`src/rtl/bsg_gateway_tag_packet_decoder.sv`:
```
// Bit-serial bsg_tag receiver: frames start/id/dnr/len/payload packets and detects the tag reset run.
// Define BSG_GATEWAY_TAG_DECODER_2DEEP_EN to use a 2-entry output FIFO instead of a single register.
module bsg_gateway_tag_packet_decoder #(
  parameter int lg_els_p            = 7,
  parameter int lg_width_p          = 4,
  parameter int max_payload_width_p = 15,
  parameter int reset_len_p         = 32
) (
  input  logic                           clk_i,
  input  logic                           reset_n_i,
  input  logic                           en_i,
  input  logic                           data_i,
  output logic                           v_o,
  input  logic                           ready_i,
  output logic [lg_els_p-1:0]            node_id_o,
  output logic                           data_not_reset_o,
  output logic [lg_width_p-1:0]          len_o,
  output logic [max_payload_width_p-1:0] payload_o,
  output logic                           trunc_o,
  output logic                           overrun_o,
  output logic                           in_reset_o
);

  localparam int max_field_lp = (lg_els_p > (1 << lg_width_p)) ? lg_els_p : (1 << lg_width_p);
  localparam int cnt_w_lp     = $clog2(max_field_lp + 1);
  localparam int ones_w_lp    = $clog2(reset_len_p + 1);
  localparam int pkt_w_lp     = lg_els_p + 1 + lg_width_p + max_payload_width_p + 1;
`ifdef BSG_GATEWAY_TAG_DECODER_2DEEP_EN
  localparam int depth_lp     = 2;
`else
  localparam int depth_lp     = 1;
`endif
  localparam int fcnt_w_lp    = $clog2(depth_lp + 1);

  localparam logic [ones_w_lp-1:0]  ones_max_lp = ones_w_lp'(reset_len_p);
  localparam logic [lg_width_p-1:0] max_len_lp  = lg_width_p'(max_payload_width_p);

  typedef enum logic [2:0] {
    IDLE    = 3'd0,
    ID      = 3'd1,
    DNR     = 3'd2,
    LEN     = 3'd3,
    PAYLOAD = 3'd4,
    RST     = 3'd5
  } state_e;

  state_e                         state_q, state_d;
  logic [cnt_w_lp-1:0]            cnt_q, cnt_d, cnt_inc;
  logic [ones_w_lp-1:0]           ones_q, ones_d;
  logic [lg_els_p-1:0]            node_q, node_d;
  logic                           dnr_q, dnr_d;
  logic [lg_width_p-1:0]          len_q, len_d;
  logic [max_payload_width_p-1:0] pay_q, pay_d;
  logic                           complete;
  logic [pkt_w_lp-1:0]            pkt;

  logic [pkt_w_lp-1:0]            mem_q [depth_lp];
  logic [pkt_w_lp-1:0]            mem_d [depth_lp];
  logic [fcnt_w_lp-1:0]           fcnt_q, fcnt_d;
  logic                           overrun_q, overrun_d;
  logic                           deq, enq;

  assign cnt_inc = cnt_q + cnt_w_lp'(1);

  always_comb begin
    state_d  = state_q;
    cnt_d    = cnt_q;
    ones_d   = ones_q;
    node_d   = node_q;
    dnr_d    = dnr_q;
    len_d    = len_q;
    pay_d    = pay_q;
    complete = 1'b0;
    if (en_i) begin
      if (data_i) begin
        ones_d = (ones_q == ones_max_lp) ? ones_q : ones_q + ones_w_lp'(1);
      end else begin
        ones_d = '0;
      end
      // A full run of ones overrides whatever field is in progress, even a final bit.
      if (data_i && (ones_d == ones_max_lp)) begin
        state_d = RST;
        cnt_d   = '0;
      end else begin
        unique case (state_q)
          IDLE: begin
            if (data_i) begin
              state_d = ID;
              cnt_d   = '0;
              node_d  = '0;
              dnr_d   = 1'b0;
              len_d   = '0;
              pay_d   = '0;
            end
          end
          ID: begin
            for (int i = 0; i < lg_els_p; i++) begin
              if (cnt_q == cnt_w_lp'(i)) node_d[i] = data_i;
            end
            if (cnt_inc == cnt_w_lp'(lg_els_p)) begin
              state_d = DNR;
              cnt_d   = '0;
            end else begin
              cnt_d = cnt_inc;
            end
          end
          DNR: begin
            dnr_d   = data_i;
            state_d = LEN;
            cnt_d   = '0;
          end
          LEN: begin
            for (int i = 0; i < lg_width_p; i++) begin
              if (cnt_q == cnt_w_lp'(i)) len_d[i] = data_i;
            end
            if (cnt_inc == cnt_w_lp'(lg_width_p)) begin
              cnt_d = '0;
              if (len_d == '0) begin
                complete = 1'b1;
                state_d  = IDLE;
              end else begin
                state_d = PAYLOAD;
              end
            end else begin
              cnt_d = cnt_inc;
            end
          end
          PAYLOAD: begin
            // Bits past the stored width match no index and are simply consumed.
            for (int i = 0; i < max_payload_width_p; i++) begin
              if (cnt_q == cnt_w_lp'(i)) pay_d[i] = data_i;
            end
            if (cnt_inc == cnt_w_lp'(len_q)) begin
              complete = 1'b1;
              state_d  = IDLE;
              cnt_d    = '0;
            end else begin
              cnt_d = cnt_inc;
            end
          end
          RST: begin
            if (!data_i) state_d = IDLE;
          end
          default: state_d = IDLE;
        endcase
      end
    end
  end

  assign pkt = {node_d, dnr_d, len_d, pay_d, (len_d > max_len_lp)};

  // Shift FIFO: head is always entry 0, so outputs come straight from a register.
  always_comb begin
    deq       = (fcnt_q != '0) && ready_i;
    enq       = complete && ((fcnt_q != fcnt_w_lp'(depth_lp)) || deq);
    overrun_d = overrun_q | (complete & ~enq);
    fcnt_d    = fcnt_q;
    for (int i = 0; i < depth_lp; i++) mem_d[i] = mem_q[i];
    if (deq) begin
      for (int i = 0; i < depth_lp - 1; i++) mem_d[i] = mem_q[i+1];
      fcnt_d = fcnt_q - fcnt_w_lp'(1);
    end
    if (enq) begin
      for (int i = 0; i < depth_lp; i++) begin
        if (fcnt_d == fcnt_w_lp'(i)) mem_d[i] = pkt;
      end
      fcnt_d = fcnt_d + fcnt_w_lp'(1);
    end
  end

  always_ff @(posedge clk_i or negedge reset_n_i) begin
    if (!reset_n_i) begin
      state_q   <= IDLE;
      cnt_q     <= '0;
      ones_q    <= '0;
      node_q    <= '0;
      dnr_q     <= 1'b0;
      len_q     <= '0;
      pay_q     <= '0;
      fcnt_q    <= '0;
      overrun_q <= 1'b0;
      for (int i = 0; i < depth_lp; i++) mem_q[i] <= '0;
    end else begin
      state_q   <= state_d;
      cnt_q     <= cnt_d;
      ones_q    <= ones_d;
      node_q    <= node_d;
      dnr_q     <= dnr_d;
      len_q     <= len_d;
      pay_q     <= pay_d;
      fcnt_q    <= fcnt_d;
      overrun_q <= overrun_d;
      for (int i = 0; i < depth_lp; i++) mem_q[i] <= mem_d[i];
    end
  end

  assign v_o        = (fcnt_q != '0);
  assign {node_id_o, data_not_reset_o, len_o, payload_o, trunc_o} = mem_q[0];
  assign overrun_o  = overrun_q;
  assign in_reset_o = (state_q == RST);

endmodule

```
`config.mk`:
```
export PLATFORM = sky130hd
export DESIGN_NAME = bsg_gateway_tag_packet_decoder
export DESIGN_NICKNAME = d
export VERILOG_FILES = /design/src/rtl/bsg_gateway_tag_packet_decoder.sv
export SDC_FILE = /design/constraint.sdc
export NUM_CORES = 1
export LEC_CHECK = 0
export BUFFER_PORTS_ARGS = -buffer_cell sky130_fd_sc_hd__clkbuf_2
export CAP_MARGIN = 20
export CORE_MARGIN = 4
export CORE_UTILIZATION = 40
export DETAILED_ROUTE_END_ITERATION = 7
export PLACE_DENSITY = 0.71
export SYNTH_ARGS = -nofsm -noshare
export SYNTH_HDL_FRONTEND = slang
export SYNTH_SLANG_ARGS = --single-unit
```
`constraint.sdc`:
```
create_clock -name clk_i -period 2.9 [get_ports clk_i]
set_input_delay 0.58 -clock clk_i [delete_from_list [all_inputs] [get_ports clk_i]]
set_output_delay 0.58 -clock clk_i [all_outputs]
set_load 0.005 [all_outputs]
```
==> impl_metrics.env <==
export IMPL_wirelength_um=9630
export IMPL_setup_slack_ns=0.0624
export IMPL_root_buffer="clkbuf_8"
export IMPL_antenna_left=0
export IMPL_cts_buffer_depth=2
export IMPL_overflow=0
export IMPL_seq_area_frac_synth_pct=45.5
export IMPL_setup_viol=0
export IMPL_ir_worst_vdd_mv=0.373
export IMPL_nNetsFinal=425
export IMPL_critPathBufInv=2
export IMPL_drv_slew=0
export IMPL_area_growth_pct=26.2
export IMPL_ys_types=60
export IMPL_yosysMostFrequentCell="dfrtp_1"
export IMPL_antenna_cells=0
export IMPL_gp_congestion=0.894
export IMPL_yosys_top_cells_area="dfrtp_1, mux2_2, o2bb2ai_2"
export IMPL_firstDrtPassIters=4
export IMPL_die_area_mm2=0.0113
export IMPL_clk_latency_ns=0.36
export IMPL_track_usage_pct=17.7
export IMPL_maxCapViolations=0
export IMPL_synth_adder_area_share_pct=2.93
export IMPL_synth_seq_cells=70
export IMPL_grt_pass1_wl_um=15800
export IMPL_relSlewSlack_pct=48.9
export IMPL_end_kind="register"
export IMPL_drt_initial_drc_count=191
export IMPL_synth_top_area_share_pct=45.5
export IMPL_fin_crit_sh_pct=97.8
export IMPL_crit_fanout=6
export IMPL_hpwlAfterDp_um=6320
export IMPL_fmax_mhz=352
export IMPL_total_power_mw=3.68
export IMPL_fin_area_mm2=0.00486
export IMPL_critPathLaunchType="register"
export IMPL_syn_area_per_cell_um2=11.2
export IMPL_synthXorXnorAreaFrac_pct=2.05
export IMPL_drc=0
export IMPL_synth_ff_type="dfrtp_1"
export IMPL_grt_setup_unrepaired="yes"
export IMPL_synth_common_cells="dfrtp_1, mux2_2, nand2_1, nor2_1, mux2i_1"
export IMPL_syn_area_mm2=0.00385
export IMPL_power_density_mw_per_mm2=757
export IMPL_tightestPinTransition_ns=0.767
export IMPL_fp_row_count=35
export IMPL_synth_warnings=0
export IMPL_crit_family="simple AND/OR/NAND/NOR gates"
export IMPL_synth_cells=345
export IMPL_synthSimpleGateAreaFrac_pct=13.3
export IMPL_worstPathRequired_ns=3.14
export IMPL_vias=3013
export IMPL_io_buffer_count=34
export IMPL_syn_nets=359
export IMPL_synthMuxAreaShare_pct=12.8
export IMPL_skew_ns=0.0134
export IMPL_p_leak_nw=2.28
export IMPL_cts_buffers=9
export IMPL_fin_tns_setup_ns=0
export IMPL_cpMostUsedCell="ha_4"
export IMPL_dp_cells=516
export IMPL_num_fill_cells=816
export IMPL_critical_path_cell_chain="inv_4, ha_4, xnor2_1, nand2_1, or4_4, nor4b_4, o21ai_2, nor2b_2, ha_4, buf_8, mux2_2"
export IMPL_cp_slowest_cell="dfrtp_2"
export IMPL_coreArea_mm2=0.00928
export IMPL_place_area_mm2=0.00431
export IMPL_critPathMaxStageDelay_ns=0.47
export IMPL_die_height_um=106
export IMPL_avgViaCountPerCell=5.53
export IMPL_cts_tree="built"
export IMPL_fin_cells=545
export IMPL_layout_drive_gt1_share_pct=39.7
export IMPL_wire_per_inst_um=17.7
export IMPL_clk_pin_slew_worst_paths_ns=0.09
export IMPL_synth_top_family_by_area="compound AO/OA/AOI/OAI gates"
export IMPL_synthArstFlopShare_pct=100
export IMPL_synth_compound_area_share_pct=19.3
export IMPL_grt_max_degree=40
export IMPL_hold_buffers=0
export IMPL_yosys_area_top_type="dfrtp_1"
export IMPL_path_class="register to register"
export IMPL_synth_enable_flop_cells=0
export IMPL_clock_sinks=70
export IMPL_cp_arrival_ns=3.08
export IMPL_grt_pass1_vias=3128
export IMPL_finalHoldViolCount=0
export IMPL_start_util_pct=41.5
export IMPL_rrSetupSlack_ns=0.06
export IMPL_fp_dieW_um=106
export IMPL_io_pins=36
export IMPL_place_ws_ns=-0.0576
export IMPL_status="finished, final reports clean"
export IMPL_antenna_found_initial=0
export IMPL_hold_class="input port to asynchronous set/reset pin"
export IMPL_min_period_ns=2.84
export IMPL_htree_levels=3
## where the power goes
| part | internal, mW | switching, mW | leakage (nW) |
|---|---|---|---|
| combinational | 0.700 | 0.725 | 1.22 |
| sequential | 1.15 | 0.203 | 0.948 |
| clock | 0.492 | 0.405 | 0.107 |
| total | 2.34 | 1.33 | 2.28 |
## kinds of logic after synthesis
family          after synthesis
buf+inv                      33
mux                          45
other cells                   1
flops                        70
fa+ha+maj                     9
simple gates                 92
compound gates               86
xor+xnor                      9
## per-layer routing
layer | vias up | track usage [%] | part of all wire, %
met3 | 19 | 4.43 | 7.3
met2 | 102 | 29.6 | 48
met1 | 1483 | 21.9 | 43
met4 | 0 | 7.12 | 1.8
met5 | - | 0 | 0
li1 | 1409 | - | -
## cells in the final DEF, fill, tap and decap left out, drive strengths merged, types with 5 or more instances in the layout
master   instances
nor2            19
xnor2            5
inv             14
or3              5
buf             43
mux2i           15
ha               9
clkbuf          43
nand3            8
and3             6
mux2            30
o2bb2ai         17
a31oi            5
o21ai           14
nand2           25
a22o             9
a21oi           12
dfrtp           70
## state kept, by name, summed over array words and instances (netlist names)
register and flops:
mem_q 27, ones_q 6, v_o 1, pay_q 15, state_q 3, len_q 4, cnt_q 5, node_q 7
dnr_q 1, overrun_o 1
## path summary, 6_finish.rpt
check	startpoint	end	depth (start not counted)
min	reset_n_i	dnr_q	1
max	cnt_q[1]	mem_q[23]	11
min reg2reg	overrun_o	overrun_o	1
max in group asynchronous	reset_n_i	cnt_q[0]	2
min in group clk_i	overrun_o	overrun_o	1
max reg2reg	cnt_q[1]	mem_q[23]	11
## cell type report
type | count | area, µm² | share of cell area (%)
Tap cell | 129 | 161 | 3.32
Timing Repair Buffer | 76 | 546 | 11.2
Sequential cell | 70 | 1760 | 36.2
Clock inverter | 6 | 93.8 | 1.93
Clock buffer | 10 | 128 | 2.63
Multi-Input combinational cell | 242 | 2120 | 43.7
Inverter | 12 | 47.5 | 0.979
## metrics by stage
step                hold slack, ns  util (%)
global placement             0.474      46.4
global route                 0.346      52.3
detailed placement           0.464      46.4
floorplan                    0.284         -
CTS                          0.311      51.0
finish                       0.293      52.3
## repair_timing
action	4_1_cts	5_1_grt
gates resized for setup	27	21
setup endpoints to repair	27	27
pin swaps	7	5
buffers inserted	6	5
gates cloned	2	1
No activity file was read; power rests on OpenSTA's default activity.
